$ cat config.mk
export PLATFORM = sky130hd
export DESIGN_NAME = i2f_arbiter
export DESIGN_NICKNAME = d
export VERILOG_FILES = /design/src/rtl/i2f_pkg.sv /design/src/rtl/i2f.sv /design/src/rtl/rr_arbiter.sv /design/src/rtl/i2f_arbiter.sv
export SDC_FILE = /design/constraint.sdc
export NUM_CORES = 1
export LEC_CHECK = 0
export ABC_AREA = 1
export BUFFER_PORTS_ARGS = -buffer_cell sky130_fd_sc_hd__buf_2
export CORE_MARGIN = 5
export CORE_UTILIZATION = 35
export DETAILED_ROUTE_END_ITERATION = 12
export HOLD_SLACK_MARGIN = 0.05
export MAX_ROUTING_LAYER = met4
export RECOVER_POWER = 25
export SYNTH_ARGS = -nofsm -noshare
export SYNTH_HDL_FRONTEND = slang
export SYNTH_SLANG_ARGS = --single-unit
export TNS_END_PERCENT = 10
$ cat constraint.sdc
create_clock -name clk -period 4.3 [get_ports clk]
set_input_delay 0.86 -clock clk [delete_from_list [all_inputs] [get_ports clk]]
set_output_delay 0.86 -clock clk [all_outputs]
set_load 0.005 [all_outputs]
$ cat src/rtl/i2f_pkg.sv
// Shared constants and types for the integer-to-float arbiter slice.
//   FLOAT_W / INT_W : converter result and operand widths
//   MAX_IDW         : widest requester tag supported (up to 16 requesters)
//   stage_t         : one pipeline stage record (valid, operand, requester tag)
package i2f_pkg;

    localparam int FLOAT_W = 32;
    localparam int INT_W   = 32;
    localparam int MAX_IDW = 4;

    typedef struct packed {
        logic               valid;
        logic [INT_W-1:0]   data;
        logic [MAX_IDW-1:0] id;
    } stage_t;

endpackage

$ cat src/rtl/i2f.sv
// Combinational 32-bit signed integer to IEEE-754 single converter.
// Truncates (never rounds) and reports whether any magnitude bits were dropped.
//   d     : signed integer operand
//   f     : single-precision result (0 for d == 0)
//   plost : 1 when the mantissa could not hold every significant bit
module i2f
    import i2f_pkg::*;
(
    input  logic signed [INT_W-1:0]   d,
    output logic        [FLOAT_W-1:0] f,
    output logic                      plost
);

    logic        sign;
    logic [31:0] mag;
    logic [30:0] norm;
    logic [4:0]  msb;
    logic [7:0]  exp_f;

    always_comb begin
        sign = d[31];
        // Two's complement magnitude; 0x80000000 maps onto itself, which is
        // exactly 2^31 when read as unsigned.
        mag  = sign ? (~$unsigned(d) + 32'd1) : $unsigned(d);

        msb = '0;
        for (int i = 0; i < INT_W; i++) begin
            if (mag[i]) begin
                msb = 5'(i);
            end
        end

        // Leading one moves to bit 31 and is dropped (hidden bit).
        norm  = 31'(mag << (5'd31 - msb));
        exp_f = 8'd127 + {3'b000, msb};

        f     = '0;
        plost = 1'b0;
        if (mag != '0) begin
            f     = {sign, exp_f, norm[30:8]};
            plost = |norm[7:0];
        end
    end

endmodule

$ cat src/rtl/rr_arbiter.sv
// Combinational round-robin arbiter.
// Scans from ptr+1 upward, wrapping, and grants the first active request.
//   req     : request vector
//   ptr     : index of the most recently served requester
//   grant   : one-hot grant (all zero when no request)
//   gnt_idx : binary index of the granted requester
//   any     : at least one request is active
module rr_arbiter #(
    parameter  int NREQ = 4,
    localparam int IDW  = $clog2(NREQ)
) (
    input  logic [NREQ-1:0] req,
    input  logic [IDW-1:0]  ptr,
    output logic [NREQ-1:0] grant,
    output logic [IDW-1:0]  gnt_idx,
    output logic            any
);

    logic [IDW-1:0] idx;

    always_comb begin
        grant   = '0;
        gnt_idx = '0;
        any     = 1'b0;
        idx     = '0;
        for (int k = 1; k <= NREQ; k++) begin
            idx = IDW'((int'(ptr) + k) % NREQ);
            if (!any && req[idx]) begin
                any        = 1'b1;
                grant[idx] = 1'b1;
                gnt_idx    = idx;
            end
        end
    end

endmodule

$ cat src/rtl/i2f_arbiter.sv
// Shares one integer-to-float converter among NREQ requesters.
// Round-robin grant into stage 1, converter between stage 1 and stage 2,
// stage 2 drives the tagged response. Full throughput with no bubbles.
//   clk, clrn     : clock, asynchronous active-low reset
//   req_valid/_ready/_data : per-requester valid/ready, 32 bits per requester
//   rsp_valid/_ready       : response handshake
//   rsp_data, rsp_plost, rsp_id : float result, precision-lost flag, source tag
//   plost_cnt     : saturating count of accepted responses with rsp_plost=1
module i2f_arbiter
    import i2f_pkg::*;
#(
    parameter  int NREQ = 4,
    parameter  int CNTW = 16,
    localparam int IDW  = $clog2(NREQ)
) (
    input  logic                    clk,
    input  logic                    clrn,
    input  logic [NREQ-1:0]         req_valid,
    input  logic [NREQ*INT_W-1:0]   req_data,
    output logic [NREQ-1:0]         req_ready,
    output logic                    rsp_valid,
    input  logic                    rsp_ready,
    output logic [FLOAT_W-1:0]      rsp_data,
    output logic                    rsp_plost,
    output logic [IDW-1:0]          rsp_id,
    output logic [CNTW-1:0]         plost_cnt
);

    function automatic logic [CNTW-1:0] sat_inc(input logic [CNTW-1:0] c);
        return (&c) ? c : c + 1'b1;
    endfunction

    logic [IDW-1:0]     ptr_q, ptr_d;
    stage_t             s1_q, s1_d;
    logic               rsp_valid_q, rsp_valid_d;
    logic [FLOAT_W-1:0] rsp_data_q, rsp_data_d;
    logic               rsp_plost_q, rsp_plost_d;
    logic [IDW-1:0]     rsp_id_q, rsp_id_d;
    logic [CNTW-1:0]    plost_cnt_q, plost_cnt_d;

    logic [NREQ-1:0]    grant;
    logic [IDW-1:0]     gnt_idx;
    logic               any_req;
    logic [FLOAT_W-1:0] conv_f;
    logic               conv_plost;
    logic               adv2, s1_free, granted;

    rr_arbiter #(.NREQ(NREQ)) u_arb (
        .req     (req_valid),
        .ptr     (ptr_q),
        .grant   (grant),
        .gnt_idx (gnt_idx),
        .any     (any_req)
    );

    i2f u_i2f (
        .d     (s1_q.data),
        .f     (conv_f),
        .plost (conv_plost)
    );

    always_comb begin
        adv2    = s1_q.valid && (!rsp_valid_q || rsp_ready);
        s1_free = !s1_q.valid || adv2;
        // Gating with clrn keeps req_ready low for the whole reset pulse,
        // not just from the next edge.
        granted   = clrn && any_req && s1_free;
        req_ready = granted ? grant : '0;

        ptr_d       = ptr_q;
        s1_d        = s1_q;
        rsp_valid_d = rsp_valid_q;
        rsp_data_d  = rsp_data_q;
        rsp_plost_d = rsp_plost_q;
        rsp_id_d    = rsp_id_q;
        plost_cnt_d = plost_cnt_q;

        // Stage 1: the pointer only moves on a real transfer.
        if (granted) begin
            ptr_d      = gnt_idx;
            s1_d.valid = 1'b1;
            s1_d.data  = req_data[int'(gnt_idx)*INT_W +: INT_W];
            s1_d.id    = MAX_IDW'(gnt_idx);
        end else if (adv2) begin
            s1_d.valid = 1'b0;
        end

        // Stage 2: converter output captured only when stage 1 advances.
        rsp_valid_d = adv2 ? 1'b1 : (rsp_ready ? 1'b0 : rsp_valid_q);
        if (adv2) begin
            rsp_data_d  = conv_f;
            rsp_plost_d = conv_plost;
            rsp_id_d    = IDW'(s1_q.id);
        end

        if (rsp_valid_q && rsp_ready && rsp_plost_q) begin
            plost_cnt_d = sat_inc(plost_cnt_q);
        end
    end

    always_ff @(posedge clk or negedge clrn) begin
        if (!clrn) begin
            ptr_q       <= IDW'(NREQ - 1);
            s1_q        <= '0;
            rsp_valid_q <= 1'b0;
            rsp_data_q  <= '0;
            rsp_plost_q <= 1'b0;
            rsp_id_q    <= '0;
            plost_cnt_q <= '0;
        end else begin
            ptr_q       <= ptr_d;
            s1_q        <= s1_d;
            rsp_valid_q <= rsp_valid_d;
            rsp_data_q  <= rsp_data_d;
            rsp_plost_q <= rsp_plost_d;
            rsp_id_q    <= rsp_id_d;
            plost_cnt_q <= plost_cnt_d;
        end
    end

    assign rsp_valid = rsp_valid_q;
    assign rsp_data  = rsp_data_q;
    assign rsp_plost = rsp_plost_q;
    assign rsp_id    = rsp_id_q;
    assign plost_cnt = plost_cnt_q;

endmodule

* Yosys cells after proc, flatten, opt, wreduce, memory -nomap -nowiden
Index checks and enable logic that the tools add are counted.
Storage, ports and cells: memory bits (read-only) 0, output and inout port bits 56, bits of input ports 135, latch bits 0, flip-flop bits (word level) 89, memories 0, logic and storage cells 124, bits in writable memories 0
Cells by class: order comparisons 8, shift-type cells 2, multiplexer cells 67, div/mod/pow operators 0, eq/ne operators 0, multipliers 0, reductions and logical operators 25, $add $sub $neg 8, bitwise logic cells 5
Operator list (number):
- $shiftx A128 B8 Y32 | 1
- $mux W5 | 16
- $mux W32 | 2
- $mux W4 | 13
- $add A32 B1 Y32 const B | 1
- $not A32 Y32 | 1
- $reduce_bool A32 Y1 | 1
- $shl A32 B5 Y31 | 1
- $mux W1 | 18
- $add A16 B1 Y16 const B | 1
- $reduce_and A16 Y1 | 1
- $logic_and A1 B1 Y1 | 12
- $lt A2 B3 Y1 const B | 4
- $mux W2 | 6
- $mux W3 | 4
- $or A4 B4 Y4 | 3
- $add A7 B5 Y8 const A | 1
- $bmux W1 S2 | 4
- $demux W1 S2 | 4
- $ge A2 B1 Y1 const B | 4
- $reduce_or A8 Y1 | 1
- $logic_not A1 Y1 | 5
- $sub A5 B5 Y5 const A | 1
- $add A2 B1 Y2 const B | 2
- other kinds (5) | 8

* Logic depth before layout (Yosys ltp)
depth in word-level cells 38, gate-level depth with buffers 46, gate-level depth less buffers 45

* Modules after synthesis
A second synthesis with hierarchy kept.
Unflattened totals: cell total of the unflattened synthesis 1263, area, all modules 8249.2 um2
Modules (own cells, without submodules):
- i2f_arbiter | instances 1, cells each 570, area an instance 4720.8 um2
- i2f | instances 1, cells each 619, area an instance 3070.4 um2
- rr_arbiter | instances 1, cells each 74, area an instance 457.9 um2

* Worst setup path after synthesis
OpenSTA, ideal clock, no wires.
path kind register to register, start point register s1_q[4] (netlist bit), end point register rsp_data_q[27] (netlist: rsp_data[27]), stages on the path, launching flop included 24, library setup time 0.133 ns, data arrival time 3.367 ns, period minus slack after synthesis 3.500 ns, path buffers 1, setup slack 0.800 ns, data required time 4.167 ns, path through dfrtp_1 -> inv_1 -> ha_1 -> nand2_2 -> nor2_2 -> nand3_2 -> nor4_2 -> nand3_1 -> nor3_2 -> nand3_1 -> nand2_1 -> o21ai_0 -> xor2_1 -> nor2_1 -> nand2_1 -> nand2_1 -> nand2_1 -> inv_1 -> buf_1 -> ha_1 -> inv_1 -> nor3_2 -> xor2_1 -> o21ai_1
On the way: longest elaborated chain between the ends 36, elaborated cells on any way between the ends 37
Ends and longest elaborated chain:
- start, declared | line i2f_arbiter.sv:34 | stage_t s1_q, s1_d;
- start signal, assigned | line i2f_arbiter.sv:104 | s1_q <= '0;
- start signal, assigned | line i2f_arbiter.sv:112 | s1_q <= s1_d;
- $not A32 Y32 | line i2f.sv:24 | mag = sign ? (~$unsigned(d) + 32'd1) : $unsigned(d);
- $add A32 B1 Y32 | line i2f.sv:24
- $mux W32 * | line i2f.sv:24
- $mux W1 | line i2f.sv:28 | if (mag[i]) begin
- $mux W2 (2 in series) | line i2f.sv:28
- $mux W3 (4 in series) | line i2f.sv:28
- $mux W4 (8 in series) | line i2f.sv:28
- $mux W5 (16 in series) | line i2f.sv:28
- $add A7 B5 Y8 | line i2f.sv:35 | exp_f = 8'd127 + {3'b000, msb};
- $mux W32 * | line i2f.sv:39 | if (mag != '0) begin
- end signal, assigned | line i2f_arbiter.sv:114 | rsp_data_q <= rsp_data_d;
- end, declared | line i2f_arbiter.sv:36 | logic [FLOAT_W-1:0] rsp_data_q, rsp_data_d;
Mark *: on every way between the ends. The rest lies on a longest branch, timed or not. A chain may end at the register's enable or synchronous reset.

* Worst setup path in the final report
start point register ptr_q[0], end point output req_ready[3]
On the way: longest elaborated chain between the ends 16, elaborated cells on any way between the ends 52
Ends and longest elaborated chain:
- start, declared | line i2f_arbiter.sv:33 | logic [IDW-1:0] ptr_q, ptr_d;
- start signal, assigned | line i2f_arbiter.sv:103 | ptr_q <= IDW'(NREQ - 1);
- start signal, assigned | line i2f_arbiter.sv:111 | ptr_q <= ptr_d;
- branches (longest 15 deep; another with $lt A2 B3 Y1)
- $mux W4 * | line i2f_arbiter.sv:68 | req_ready = granted ? grant : '0;
- end, declared | line i2f_arbiter.sv:20 | output logic [NREQ-1:0] req_ready,
Mark *: on every way between the ends. The select of a mux whose other input is x is not followed.

==> results.yml <==
yosys:
  avgSynthCellArea_sq_um: 6.33
  yosysWarnings: 0
  synth_cell_type_count: 50
  yosysSeqAreaShare: 0.295
  async_reset_ff_frac: 1.00
  synth-seq-cells: 89
  netlist_instances: 1192
  yosys_most_used_dff: "dfrtp_1"
  syn_nets: 1339
  synth-edff-count: 0
  syn_area_sq_um: 7550
timing:
  slew_viol_final: 35
  min_period_over_period: 0.906
  finalHoldViolCount: 0
  min_period_ns: 3.89
  max_slew_margin: -0.181
  skew_ns: 0.0139
  rsz0062_at_grt: "true"
  max_slew.worst_pin.slew_ns: 1.77
  max_clock_freq_ghz: 0.257
  setup_viol: 0
finish:
  final_cell_mix: "nand2_1, buf_2, nand3_1"
  fillers: 2309
  syn_to_final_growth_pct: 20.3
  fin_util: 0.429
  stdcell_count: 1636
  num_antenna_cells: 0
  final_nets: 1503
  mostFrequentLayoutCell: "nand2_1"
  drive_gt1_frac: 0.201
cts:
  cts_buffer_depth: 2
  root_buffer: "clkbuf_16"
  insertion_delay_ns: 0.36
  clk_pin_slew_ns: 0.07
  cts_buffers: 9
  clock_sinks: 89
  cts-htree-levels: 3
  cts_tree: "done"
  postCtsHoldBufs: 0
floorplanning:
  initial_core_util: 0.357
  pin_count: 191
  dieWidth_microns: 157
  rows: 53
  core_sq_um: 21200
  fp.dieH_microns: 157
  die_area_sq_um: 24600
global_route:
  grt_pass1_wl_mm: 38.8
  grtUsageTotal: 0.198
  grt_max_degree: 66
  grt_pass1_vias: 7718
  antenna_found_initial: 0
  grt-ovfl-total: 0
critical_path:
  cp_slowest_cell: "dfstp_2"
  path_class: "reg2out"
  cp_max_fo: 11
  crit_chain: "inv_1 -> ha_1 -> inv_1 -> nand2_1 -> nand2_1 -> inv_1 -> nand2_1 -> o31ai_1 -> nor2_4 -> o31ai_1 -> inv_1 -> buf_2"
  cpPeakStageDelay_ns: 0.64
  cp.arrival_ns: 3.03
  crit_path_frequent_cell: "inv_1"
  path_buf_inv: 5
  worstSetupStartpointType: "flop"
  critPathRequiredTime_ns: 3.44
  critPathCaptureType: "output port"
  critPathTopFamily: "buffers and inverters"
place:
  numPortBuffers: 190
  hpwl_mm: 18.8
  numPlacedInstances: 1617
  place_congestion: 0.913
routing:
  wl_mm: 23.9
  drt-initial-drc-count: 593
  num_vias: 8204
  postRouteAntennaNets: 0
  wire_per_inst_microns: 14.6
  drc: 0
  dr.pass1.iters: 5
  via_per_inst: 5.01
worst_hold_path:
  hold_path_class: "reg2reg"
run_status:
  violations: "max-capacitance violations, max-slew violations"
  outcome: "finished, violations left"
job:
  maxCapViolCount: 1
[cell type report]
cell class	count	area (sq um)	area share
clock inverters	7	60.1	0.00661
inverters	114	428	0.0471
repair buffers	211	1110	0.122
flip-flops and latches	89	2230	0.245
multi-input cells	931	4690	0.516
well taps	275	344	0.0379
clock buffers	9	225	0.0248
[logic make-up (layout without fill, tap and decap cells)]
kind of cell,Yosys count,count (layout),synth area share
mux,4,4,0.00596
compound gates,218,218,0.160
xor+xnor,40,40,0.0524
fa+ha+maj,12,12,0.0199
flops,89,89,0.295
simple gates,655,657,0.371
buf+inv,174,341,0.0954
[sequential cells by signal, indices dropped and copies added, names as in the netlist]
register	count
s1_q	35
rsp_data	32
plost_cnt	16
ptr_q	2
rsp_id	2
rsp_plost	1
rsp_valid	1
[final timing paths]
| check | cells past startpoint | endpoint | startpoint | slack (ns) |
|---|---|---|---|---|
| max in group asynchronous | 3 | rsp_data[9]$_DFFE_PN0P_ | clrn | 1.41 |
| max reg2reg | 27 | rsp_plost$_DFFE_PN0P_ | s1_q[5]$_DFFE_PN0P_ | 0.41 |
| max | 12 | req_ready[3] | ptr_q[0]$_DFFE_PN1P_ | 0.41 |
| min | 2 | rsp_data[9]$_DFFE_PN0P_ | rsp_data[9]$_DFFE_PN0P_ | 0.47 |
| min reg2reg | 2 | rsp_data[9]$_DFFE_PN0P_ | rsp_data[9]$_DFFE_PN0P_ | 0.47 |
| min in group asynchronous | 2 | rsp_data[22]$_DFFE_PN0P_ | clrn | 1.31 |
[tightest hold or removal path, delay by kind of cell, from the launching register on]
family / cells / cell delay, ns
flops: 1 / 0.34
simple gates: 2 / 0.10
[what timing repair did]
| item | 4_1_cts | 5_1_grt |
|---|---|---|
| buffers inserted | 0 | 1 |
| resized for setup | 0 | 12 |
| endpoints found under the setup margin | 0 | 30 |
| hold endpoints to repair | 0 | 0 |
[layer usage]
metal | GRT usage | wire (microns) | vias to the layer above
li1 | - | - | 4221
met1 | 0.290 | 11900 | 3677
met2 | 0.284 | 10000 | 285
met3 | 0.0268 | 1560 | 21
met4 | 0.0562 | 445 | 0
met5 | - | 0 | -
[cells in the mapped netlist, types with 12 or more instances]
cell type,number,area share
inv_1,104,0.052
nand2_1,344,0.17
ha_1,12,0.020
o22ai_1,35,0.029
nor2_1,122,0.061
nand3_1,149,0.099
o21ai_0,138,0.091
clkbuf_1,31,0.015
xor2_1,31,0.036
o21ai_1,17,0.011
dfrtp_1,87,0.29
buf_2,16,0.011
[through the flow]
step	instance area, sq um	hold slack, ns	setup TNS, ns	setup slack [ns]
2_1_floorplan	7550	0.457	0	0.800
3_3_place_gp	8730	0.460	0	0.345
3_5_place_dp	8730	0.462	0	0.260
4_1_cts	9010	0.479	0	0.196
5_1_grt	9080	0.502	-0.0847	-0.0295
6_report	9080	0.474	0	0.406
Power is not shown: default switching activity piles up to over one toggle a cycle in this logic, so the estimate is an artifact.
